## config.mk

```make
export PLATFORM = sky130hd
export DESIGN_NAME = countmod9_ctrl
export DESIGN_NICKNAME = d
export VERILOG_FILES = /design/src/rtl/countmod9_ctrl.sv
export SDC_FILE = /design/constraint.sdc
export NUM_CORES = 1
export LEC_CHECK = 0
export ABC_AREA = 1
export CAP_MARGIN = 40
export CORE_UTILIZATION = 60
export CTS_CLUSTER_SIZE = 40
export DETAILED_ROUTE_END_ITERATION = 8
export GPL_TIMING_DRIVEN = 0
export PLACE_DENSITY = 0.79
export SKIP_CTS_REPAIR_TIMING = 1
export SLEW_MARGIN = 20
export SYNTH_ARGS = -nofsm -noshare
export SYNTH_HDL_FRONTEND = slang
export SYNTH_SLANG_ARGS = --single-unit
```

## constraint.sdc

```tcl
create_clock -name clk -period 5.35 [get_ports clk]
set_input_delay 0.535 -clock clk [delete_from_list [all_inputs] [get_ports clk]]
set_output_delay 0.535 -clock clk [all_outputs]
set_load 0.005 [all_outputs]
```

## src/rtl/countmod9_ctrl.sv

```systemverilog
// Input conditioning and command stage for the mod-9 counter: synchronises and
// debounces the board switches/buttons and issues mode, load_val and sync_reset.
module countmod9_ctrl #(
    parameter int DEBOUNCE_CYCLES = 500000,
    parameter int TICK_DIV        = 50000000
) (
    input  logic       clk,
    input  logic       async_reset,
    input  logic [1:0] sw_mode,
    input  logic [3:0] sw_val,
    input  logic       btn_load,
    input  logic       btn_reset,
    output logic [1:0] mode,
    output logic [3:0] load_val,
    output logic       sync_reset,
    output logic       tick_led
);

    localparam int CW = $clog2(DEBOUNCE_CYCLES + 1);
    localparam int PW = $clog2(TICK_DIV);
    localparam logic [CW-1:0] CNT_LAST = CW'(DEBOUNCE_CYCLES - 1);
    localparam logic [PW-1:0] PRE_LAST = PW'(TICK_DIV - 1);

    localparam logic [1:0] MODE_STOP = 2'b00;
    localparam logic [1:0] MODE_INC  = 2'b01;
    localparam logic [1:0] MODE_LOAD = 2'b10;
    localparam logic [1:0] MODE_DEC  = 2'b11;

    typedef enum logic [1:0] {
        ST_RUN,
        ST_LOAD,
        ST_RST1,
        ST_RST2
    } state_t;

    // Returns {accept, next_count}. A change of the synchronised value restarts
    // the count, but a value already held long enough is accepted first.
    function automatic logic [CW:0] db_next(input logic          differs,
                                            input logic          moving,
                                            input logic [CW-1:0] cnt);
        logic [CW:0] res;
        if (!differs) begin
            res = {1'b0, {CW{1'b0}}};
        end else if (cnt == CNT_LAST) begin
            res = {1'b1, {CW{1'b0}}};
        end else if (moving) begin
            res = {1'b0, {CW{1'b0}}};
        end else begin
            res = {1'b0, cnt + 1'b1};
        end
        return res;
    endfunction

    logic [7:0]    sync1_q;
    logic [7:0]    sync2_q;
    logic [1:0]    mode_s1;
    logic [1:0]    mode_s2;
    logic [3:0]    val_s1;
    logic [3:0]    val_s2;
    logic          ld_s1;
    logic          ld_s2;
    logic          rs_s1;
    logic          rs_s2;

    logic [CW-1:0] mode_cnt_q;
    logic [CW-1:0] val_cnt_q;
    logic [CW-1:0] ld_cnt_q;
    logic [CW-1:0] rs_cnt_q;
    logic [CW-1:0] mode_cnt_d;
    logic [CW-1:0] val_cnt_d;
    logic [CW-1:0] ld_cnt_d;
    logic [CW-1:0] rs_cnt_d;
    logic          mode_acc;
    logic          val_acc;
    logic          ld_acc;
    logic          rs_acc;

    logic [1:0]    mode_db_q;
    logic [3:0]    val_db_q;
    logic          ld_db_q;
    logic          rs_db_q;
    logic          ld_prev_q;
    logic          rs_prev_q;
    logic          ld_press;
    logic          rs_press;

    logic [PW-1:0] pre_q;
    logic [PW-1:0] pre_d;
    logic          tick;
    logic          enter_rst;
    logic          tick_led_q;

    state_t        state_q;
    logic [1:0]    mode_q;
    logic [3:0]    load_val_q;
    logic          sync_reset_q;

    assign mode_s1 = sync1_q[7:6];
    assign mode_s2 = sync2_q[7:6];
    assign val_s1  = sync1_q[5:2];
    assign val_s2  = sync2_q[5:2];
    assign ld_s1   = sync1_q[1];
    assign ld_s2   = sync2_q[1];
    assign rs_s1   = sync1_q[0];
    assign rs_s2   = sync2_q[0];

    always_ff @(posedge clk or posedge async_reset) begin
        if (async_reset) begin
            sync1_q <= '0;
            sync2_q <= '0;
        end else begin
            sync1_q <= {sw_mode, sw_val, btn_load, btn_reset};
            sync2_q <= sync1_q;
        end
    end

    always_comb begin
        {mode_acc, mode_cnt_d} = db_next(mode_s2 != mode_db_q, mode_s1 != mode_s2, mode_cnt_q);
        {val_acc,  val_cnt_d}  = db_next(val_s2 != val_db_q,   val_s1 != val_s2,   val_cnt_q);
        {ld_acc,   ld_cnt_d}   = db_next(ld_s2 != ld_db_q,     ld_s1 != ld_s2,     ld_cnt_q);
        {rs_acc,   rs_cnt_d}   = db_next(rs_s2 != rs_db_q,     rs_s1 != rs_s2,     rs_cnt_q);
    end

    always_ff @(posedge clk or posedge async_reset) begin
        if (async_reset) begin
            mode_cnt_q <= '0;
            val_cnt_q  <= '0;
            ld_cnt_q   <= '0;
            rs_cnt_q   <= '0;
            mode_db_q  <= '0;
            val_db_q   <= '0;
            ld_db_q    <= 1'b0;
            rs_db_q    <= 1'b0;
            ld_prev_q  <= 1'b0;
            rs_prev_q  <= 1'b0;
        end else begin
            mode_cnt_q <= mode_cnt_d;
            val_cnt_q  <= val_cnt_d;
            ld_cnt_q   <= ld_cnt_d;
            rs_cnt_q   <= rs_cnt_d;
            if (mode_acc) mode_db_q <= mode_s2;
            if (val_acc)  val_db_q  <= val_s2;
            if (ld_acc)   ld_db_q   <= ld_s2;
            if (rs_acc)   rs_db_q   <= rs_s2;
            ld_prev_q  <= ld_db_q;
            rs_prev_q  <= rs_db_q;
        end
    end

    assign ld_press  = ld_db_q & ~ld_prev_q;
    assign rs_press  = rs_db_q & ~rs_prev_q;
    assign enter_rst = (state_q == ST_RUN) && rs_press;
    assign tick      = (pre_q == PRE_LAST);

    // A new debounced mode or a counter reset restarts the tick phase.
    always_comb begin
        pre_d = pre_q + 1'b1;
        if (mode_acc || enter_rst || tick) begin
            pre_d = '0;
        end
    end

    always_ff @(posedge clk or posedge async_reset) begin
        if (async_reset) begin
            pre_q      <= '0;
            tick_led_q <= 1'b0;
        end else begin
            pre_q      <= pre_d;
            tick_led_q <= tick_led_q ^ tick;
        end
    end

    always_ff @(posedge clk or posedge async_reset) begin
        if (async_reset) begin
            state_q      <= ST_RUN;
            mode_q       <= MODE_STOP;
            load_val_q   <= '0;
            sync_reset_q <= 1'b0;
        end else begin
            case (state_q)
                ST_RUN: begin
                    if (rs_press) begin
                        state_q      <= ST_RST1;
                        mode_q       <= MODE_STOP;
                        sync_reset_q <= 1'b1;
                    end else if (ld_press) begin
                        state_q      <= ST_LOAD;
                        mode_q       <= MODE_LOAD;
                        load_val_q   <= val_db_q;
                        sync_reset_q <= 1'b0;
                    end else begin
                        sync_reset_q <= 1'b0;
                        if (tick && (mode_db_q == MODE_INC || mode_db_q == MODE_DEC)) begin
                            mode_q <= mode_db_q;
                        end else begin
                            mode_q <= MODE_STOP;
                        end
                    end
                end
                ST_LOAD: begin
                    state_q      <= ST_RUN;
                    mode_q       <= MODE_STOP;
                    sync_reset_q <= 1'b0;
                end
                ST_RST1: begin
                    state_q      <= ST_RST2;
                    mode_q       <= MODE_STOP;
                    sync_reset_q <= 1'b1;
                end
                ST_RST2: begin
                    state_q      <= ST_RUN;
                    mode_q       <= MODE_STOP;
                    sync_reset_q <= 1'b0;
                end
                default: begin
                    state_q      <= ST_RUN;
                    mode_q       <= MODE_STOP;
                    sync_reset_q <= 1'b0;
                end
            endcase
        end
    end

    assign mode       = mode_q;
    assign load_val   = load_val_q;
    assign sync_reset = sync_reset_q;
    assign tick_led   = tick_led_q;

endmodule
```

==> metrics.txt <==
multi-input logic area=3201 um^2; flops & latches, synth=138; Clock Tree Buf Depth=2; antenna violations before repair=0; TritonRoute pass-1 iters=7; Ports=18; Clock Sinks=138; hold path cells=0; total power=2.319 mW; die height=110.7 um; Final Max Tran Viols=0; number of buffers created by CTS=17; area added between synthesis and finish=13.90%; Synth Net Count=943; Port Buf Inserts=17; Layout fillers=894; Syn Area/Cell=7.635 um^2; EDFF count, synth=0; slowest cell on the critical path=dfrtp_1; Sw Share=approximately a fifth; DRT antenna net count=0; core area=about 11000 um^2; Slew @ Worst Pin=roughly 470 ps; share of power burned in registers=45.8%; final period utilization=35.38%; cell chain of the critical path=ha_1, nand3_2, nor2_4, nand3_2, nor2_4, nor2_2, nand2_4, buf_6, nor2_1; drc violations=0; Synth Cell Area=7086 um^2; layout cells sized above 1=5.840%; CP Capture Type=flip-flop; first-pass GRT wire length=24230 um; PD cells=around 290 nW/um^2; Congestion Overflow GR=0; First DRT Iteration DRCs=415; chip width=110.7 um; number of library cell types mapped by synthesis=28; Commonest cells post-synth=nor2_1 (232), nand2_1 (226), dfrtp_1 (138); crit-path max FO=10; CP peak stage delay=430 ps; Synth Instances=928; most area-consuming cells after synthesis=dfrtp_1 (49%), nor2_1 (12%), nand2_1 (12%); P_int=about 1.8 mW; Ys Warns=0; clock-pin slew on the worst setup and hold paths=60 ps; routability cong.=between 0.8 and 0.9; Gate power share=approximately 2.9%; leakage power=3.515 nW; Register Area=approximately 3500 um^2; Async S/R FF share, synth=between 90% and 100%; Seq/Total Area, Yosys=48.74%; ys flop type=dfrtp_1; status=finished, final reports clean; DR WL/cell=between 10 and 15 um; top achievable clock speed=~530 MHz; worst path arrival time=2190 ps; Final Cell Area=between 8000 and 9000 um^2; # H-tree levels=4; critical path required time=5650 ps; worst skew pair latency=420 ps; Layout Nets=980; Psw=slightly below 0.5 mW; CTS tree=built; die area=12250 um^2; Setup CP Type=reg -> reg; Worst R2R Path Depth=9; cell taking the most area after synthesis=dfrtp_1; post-layout util=70.38%; worst relative slew slack=68.50%; # rows=39; Clock Skews=7.610 ps; setup violators final=0; Hold Fails Final Rpt=0; cell with the most instances after synthesis=nor2_1; ANT cells=0; GRT Util Overall=24.43%; Max-Cap Viols=0; Root Buffer=clkbuf_16; final wirelength=13960 um; Initial Utilization=61.79%; largest net degree at the start of global routing=71; RSZ-0062 raised after global routing=no; Final HPWL DP=9698 um; hold slack=397.9 ps; vias per cell=5.213; top cell type's share of synthesized area=~50%; CP Launch Type=flip-flop; post-placement cell area=7470 um^2; min-delay worst type=reg -> reg; Peak VDD IR=between 0.0003 and 0.0004 V; clock share of power=51.2%; routed via count=just under 6000; Period minus WS final=1893 ps; vias in the first global route=5501
[cells by family after synthesis]
kind of cell / synth area share [%]
AOI/OAI and AO/OA: 2.402
buffers and inverters: 6.092
and+or+nand+nor: 35.09
DFF: 48.74
adders and majority gates: 0.8829
xor gates and xnor gates: 6.798
[cells in the final DEF, fill, tap and decap left out]
cell and count:
clkinvlp_4 4, nand3_1 73, a21oi_1 14, clkbuf_8 2
nand2_1 226, nand4_1 17, buf_6 3, o21bai_1 1
nor3b_1 2, bufinv_16 3, clkdlybuf4s50_1 17, nor2_1 232
clkbuf_16 17, o21ai_0 14, o21a_1 1, inv_1 99
nand3b_1 5, nand2_2 2, dfrtp_1 138, xor2_1 36
nand2_4 1, nor2_4 4, and3_1 1, xnor2_1 19
nor3_1 17, nor2_2 6, a31oi_1 1, nand3_2 2
ha_1 5, clkinv_2 2, or2_2 3, a31o_2 1
buf_4 3, inv_8 1, and2_1 1, clkinv_4 2
buf_16 1
[metrics by stage]
stage	setup slack [ps]	TNS, ps	instances
6_report	3457	0	1119
5_1_grt	3312	0	1119
4_1_cts	3429	0	1119
3_5_place_dp	3425	0	1089
3_3_place_gp	-587.5	-80310	1088
2_1_floorplan	1119	0	928
[layout make-up]
cell class / count / share of cell area (%)
Sequential cell: 138 / 42.79
Multi-Input combinational cell: 684 / 39.66
Clock buffer: 19 / 5.612
Inverter: 100 / 4.744
Timing Repair Buffer: 18 / 2.450
Tap cell: 143 / 2.217
Clock inverter: 11 / 1.829
Buffer: 6 / 0.6977
[flip-flops by register name, summed over array words and instances (netlist names), 2 cells and up]
register    count
pre_q          26
ld_cnt_q       19
mode            2
rs_cnt_q       19
sync1_q         8
load_val        4
mode_cnt_q     19
state_q         2
sync2_q         8
mode_db_q       2
val_db_q        4
val_cnt_q      19
[metal layers]
layer / track usage [%] / wire (um)
met4: 8.444 / 235
met5: 0 / 0
met1: 30.87 / 6312
met3: 5.631 / 432
met2: 41.33 / 6974
[worst paths after layout]
check | start | to | slack [ps]
worst max-delay path | pre_q[0]$_DFF_PP0_ | pre_q[13]$_DFF_PP0_ | 3460
worst min-delay path | sync1_q[1]$_DFF_PP0_ | sync2_q[1]$_DFF_PP0_ | 400
worst max register to register | pre_q[0]$_DFF_PP0_ | pre_q[13]$_DFF_PP0_ | 3460
worst min register to register | sync1_q[1]$_DFF_PP0_ | sync2_q[1]$_DFF_PP0_ | 400
max in group asynchronous | async_reset | pre_q[24]$_DFF_PP0_ | 4100
min in group asynchronous | async_reset | sync1_q[3]$_DFF_PP0_ | 560
[power groups by stage]
stage / registers (mW) / clock network (mW) / logic (mW)
after floorplan: 1.08 / 0 / 0.0477
after global placement: 1.08 / 0 / 0.0655
after detailed placement: 1.08 / 0 / 0.0699
after CTS: 1.06 / 1.21 / 0.0704
after global routing: 1.06 / 1.25 / 0.0789
final: 1.06 / 1.19 / 0.0681
[critical path, delay by kind of cell, from the launching register on]
kind | cells | cell delay [ps]
simple gates | 7 | 890
flops | 1 | 430
fa+ha+maj | 1 | 290
buf+inv | 1 | 160
Note: power is estimated with default switching activity, not from simulation.
